<file path="config.mk">
export PLATFORM = sky130hd
export DESIGN_NAME = nibble_add_seq
export DESIGN_NICKNAME = d
export VERILOG_FILES = /design/src/rtl/nibble_add_seq.sv
export SDC_FILE = /design/constraint.sdc
export NUM_CORES = 1
export LEC_CHECK = 0
export CORE_AREA = 4 4 69 103
export CTS_CLUSTER_DIAMETER = 40
export CTS_CLUSTER_SIZE = 20
export DETAILED_ROUTE_END_ITERATION = 16
export DIE_AREA = 0 0 73 107
export GPL_ROUTABILITY_DRIVEN = 0
export MAX_ROUTING_LAYER = met4
export PLACE_DENSITY = 0.73
export SYNTH_ARGS = -nofsm -noshare
export SYNTH_HDL_FRONTEND = slang
export SYNTH_SLANG_ARGS = --single-unit
</file>
<file path="constraint.sdc">
create_clock -name clk -period 2.05 [get_ports clk]
set_clock_uncertainty 0.1 [all_clocks]
set_input_delay 0.41 -clock clk [delete_from_list [all_inputs] [get_ports clk]]
set_output_delay 0.41 -clock clk [all_outputs]
set_load 0.02 [all_outputs]
</file>
<file path="src/rtl/nibble_add_seq.sv">
// nibble_add_seq: W-bit add/subtract performed one nibble per clock through an
// external 4-bit adder. A+B, or A-B computed as A + ~B + 1.
module nibble_add_seq #(
  parameter int NIBBLES = 4
) (
  input  logic                   clk,
  input  logic                   rst,
  input  logic                   start,
  input  logic                   sub,
  input  logic [4*NIBBLES-1:0]   op_a,
  input  logic [4*NIBBLES-1:0]   op_b,
  output logic [3:0]             add_a,
  output logic [3:0]             add_b,
  output logic                   add_ci,
  input  logic [3:0]             add_s,
  input  logic                   add_co,
  output logic [4*NIBBLES-1:0]   result,
  output logic                   cout,
  output logic                   ovf,
  output logic                   busy,
  output logic                   done
);

  localparam int W  = 4 * NIBBLES;
  localparam int KW = (NIBBLES > 1) ? $clog2(NIBBLES) : 1;
  localparam logic [KW-1:0] LAST = KW'(NIBBLES - 1);

  typedef enum logic [1:0] {
    IDLE = 2'd0,
    RUN  = 2'd1,
    DONE = 2'd2
  } state_t;

  state_t          state;
  logic [KW-1:0]   k;
  logic            carry;
  logic [W-1:0]    a_reg;
  logic [W-1:0]    b_reg;
  logic            sub_reg;

  // Control FSM, operand latches, nibble result assembly and status flags
  always_ff @(posedge clk or posedge rst) begin
    if (rst) begin
      state   <= IDLE;
      k       <= '0;
      carry   <= 1'b0;
      a_reg   <= '0;
      b_reg   <= '0;
      sub_reg <= 1'b0;
      result  <= '0;
      cout    <= 1'b0;
      ovf     <= 1'b0;
      busy    <= 1'b0;
      done    <= 1'b0;
    end else begin
      case (state)
        IDLE: begin
          done <= 1'b0;
          if (start) begin
            a_reg   <= op_a;
            b_reg   <= op_b;
            sub_reg <= sub;
            k       <= '0;
            carry   <= sub;
            result  <= '0;
            cout    <= 1'b0;
            ovf     <= 1'b0;
            busy    <= 1'b1;
            state   <= RUN;
          end
        end
        RUN: begin
          result[{k, 2'b00} +: 4] <= add_s;
          carry <= add_co;
          k     <= k + 1'b1;
          if (k == LAST) begin
            // add_s[3] is the new result MSB being written this edge
            cout  <= add_co;
            ovf   <= (a_reg[W-1] == (b_reg[W-1] ^ sub_reg)) &&
                     (add_s[3] != a_reg[W-1]);
            k     <= '0;
            busy  <= 1'b0;
            done  <= 1'b1;
            state <= DONE;
          end
        end
        DONE: begin
          done  <= 1'b0;
          state <= IDLE;
        end
        default: state <= IDLE;
      endcase
    end
  end

  // Adder operand steering: active nibble only while running, zero otherwise
  always_comb begin
    add_a  = '0;
    add_b  = '0;
    add_ci = 1'b0;
    if (state == RUN) begin
      add_a  = a_reg[{k, 2'b00} +: 4];
      add_b  = b_reg[{k, 2'b00} +: 4] ^ {4{sub_reg}};
      add_ci = carry;
    end
  end

endmodule

</file>
==> key figures <==
Timing
  – Minimum clock period: 2.234 ns
  – Final Worst Setup Slack: -0.1836 ns
  – Final Hold Violating Endpoints: 0
  – FMAX: 447.7 MHz
  – Normalized max-slew margin: 0.6963
  – Tightest Pin Transition: 0.4546 ns
  – Max Slew Vio Count: 0
  – Final worst-path cycle share: 1.090
  – Final setup TNS: -1.294 ns
  – RSZ-0062 raised after global routing: true
  – Worst Hold Margin: 0.3378 ns
  – Final setup viols: 8

CTS
  – CTS max path bufs: 2
  – Htree depth: 3
  – TritonCTS clock tree: built
  – Worst-Skew Late Latency: 0.33 ns
  – CTS Hold Bufs: 0
  – Cts bufs inserted: 9
  – Root Driver: clkbuf_8
  – Clk slew on worst S/H paths: 0.06 ns
  – TritonCTS Sinks: 58

Global routing
  – First-pass GRT wire length: 9.846 mm
  – Total track usage: 0.1703
  – GR Overflow Total: 0
  – Pin count of the biggest net entering global routing: 37
  – Initial antenna violation count: 0
  – Vias in the first global route: 2,033

Floorplanning
  – Starting Density: 0.4351
  – Die X: 73 µm
  – Die Y: 107 µm
  – # rows: 35
  – Die area: 7811 µm²
  – Core ar.: 6175 µm²
  – # IOs: 70

Synth
  – Sequential area share after synthesis: 0.5403
  – Unique masters post-synth: 30
  – Yosys reg bits: 58
  – Mapped Cells: 189
  – Syn avg cell area: 14.21 µm²
  – Synth Net Count: 236
  – Synthesized area: 2686 µm²
  – YS warnings: 0

Drt
  – Vias/cell: 5.169
  – Routed wire length: 5.883 mm
  – Post-route ant nets: 0
  – Vias: 1,866
  – DR iter-0 viols: 64
  – DRC: 0
  – Pre-Repair DR Iteration Count: 4
  – Routed len/inst: 16.30 µm

Critical path
  – Startpoint types: flip-flop
  – Crit. End Element: primary output
  – CP max FO: 5
  – WP data arrival: 1.72 ns
  – WP data required: 1.54 ns
  – Critical path class: flip-flop to primary output

Placement
  – Area after DPL: 3627 µm²
  – Detailed Place HPWL: 4.483 mm
  – Port Buffer Count: 69
  – Cell Count Post-Placement: 346

Finish
  – Nets: 330
  – ANT cells: 0
  – Layout Cells excl Fill: 361
  – Commonest non-fill, non-tap cell in the layout: clkdlybuf4s50_1
  – Share of layout cells above drive strength 1: 0.3554
  – Area grow syn2layout: 40.89%
  – Commonest non-fill, non-tap cells in the layout: clkdlybuf4s50_1 (60), dfrtp_1 (56), mux2_2 (33)
  – Final Instance Area: 3785 µm²

Power
  – Max VDD drop: 0.8011 mV
  – Cell Pwr Density: 1594 nW/µm²
  – Total power: 6033 µW
  – Leak: 0.001653 µW

Hold path
  – HP Class: input port to asynchronous set/reset pin

Run status
  – Failing checks: setup timing
  – Status: finished with violations

Run
  – Max-cap violations: 0
per-layer routing:
layer,share of wire,track usage,vias up
li1,-,-,874
met1,0.39,0.1896,926
met2,0.53,0.2798,53
met3,0.050,0.04128,13
met4,0.026,0.08443,0
met5,0,-,-
worst max-delay path: stages (launching register included):
cell and delay [ns]:
dfrtp_2 0.45, mux4_2 0.53, xnor2_1 0.14, nor2_1 0.12, buf_4 0.16
per-stage QoR:
step,setup slack [ns],util
5_1_grt,-0.2737,0.6130
2_1_floorplan,0.01426,-
3_5_place_dp,-0.3218,0.5874
6_report,-0.1836,0.6130
3_3_place_gp,-0.3160,0.5874
4_1_cts,-0.2277,0.6144
cells by family after synthesis:
family	count (synthesis)	share of synthesized area
flops	58	0.5403
mux	42	0.2133
simple gates	32	0.08104
compound gates	31	0.09269
buf+inv	15	0.02841
fa+ha+maj	6	0.02795
xor+xnor	5	0.01630
report_power, final:
group	internal, µW	total [µW]	switching, µW	leakage [µW]
sequential	1650	1970	319	0.000718
combinational	1820	3220	1400	0.000852
clock	423	844	421	0.0000827
total	3890	6030	2140	0.00165
path summary, 6_finish.rpt:
check                                        from  depth (start not counted)               endpoint  slack [ns]
worst max-delay path             k[0]$_DFFE_PP0P_                          4               add_b[2]       -0.18
worst min register to register  carry$_DFFE_PP0P_                          2      carry$_DFFE_PP0P_        0.38
worst min-delay path                          rst                          2       done$_DFFE_PP0P_        0.34
max in group asynchronous                     rst                          3   b_reg[4]$_DFFE_PP0P_        0.88
worst max register to register   k[0]$_DFFE_PP0P_                          7  result[7]$_DFFE_PP0P_        0.03
min in group clk                carry$_DFFE_PP0P_                          2      carry$_DFFE_PP0P_        0.38
cell type report:
cell class,instances,area (µm²)
clock inverters,4,20.02
inverters,5,27.53
multi-input cells,116,1175
clock buffers,11,131.4
well taps,74,92.59
flip-flops and latches,58,1454
repair buffers,93,884.6
fillers,506,2390
Yosys cell counts:
library cell	n	area share
nand2_1	9	0.013
dfrtp_1	58	0.54
a22oi_1	1	0.0028
ha_1	6	0.028
mux4_1	3	0.029
o22ai_1	1	0.0023
inv_1	5	0.0070
nand2b_1	2	0.0047
clkbuf_1	3	0.0042
buf_2	4	0.0075
a22o_1	18	0.059
mux2i_1	1	0.0037
o21bai_1	1	0.0028
nor3b_1	1	0.0028
nor2b_1	5	0.012
xnor2_1	5	0.016
o21a_1	1	0.0028
buf_4	2	0.0056
nor2_1	5	0.0070
o21ai_0	2	0.0037
a21o_1	5	0.014
o31ai_1	2	0.0056
and2_1	5	0.012
nor3_4	2	0.012
buf_6	1	0.0042
mux2_2	33	0.14
nor4b_4	1	0.0088
mux4_2	5	0.042
or3b_4	1	0.0042
nor4b_2	1	0.0056
what timing repair did:
action / 4_1_cts / 5_1_grt
gates cloned: 0 / 0
setup endpoints to repair: 21 / 17
pin swaps: 6 / 6
gates resized for setup: 53 / 10
setup buffers: 1 / 1
Note: power is estimated with default switching activity, not from simulation.
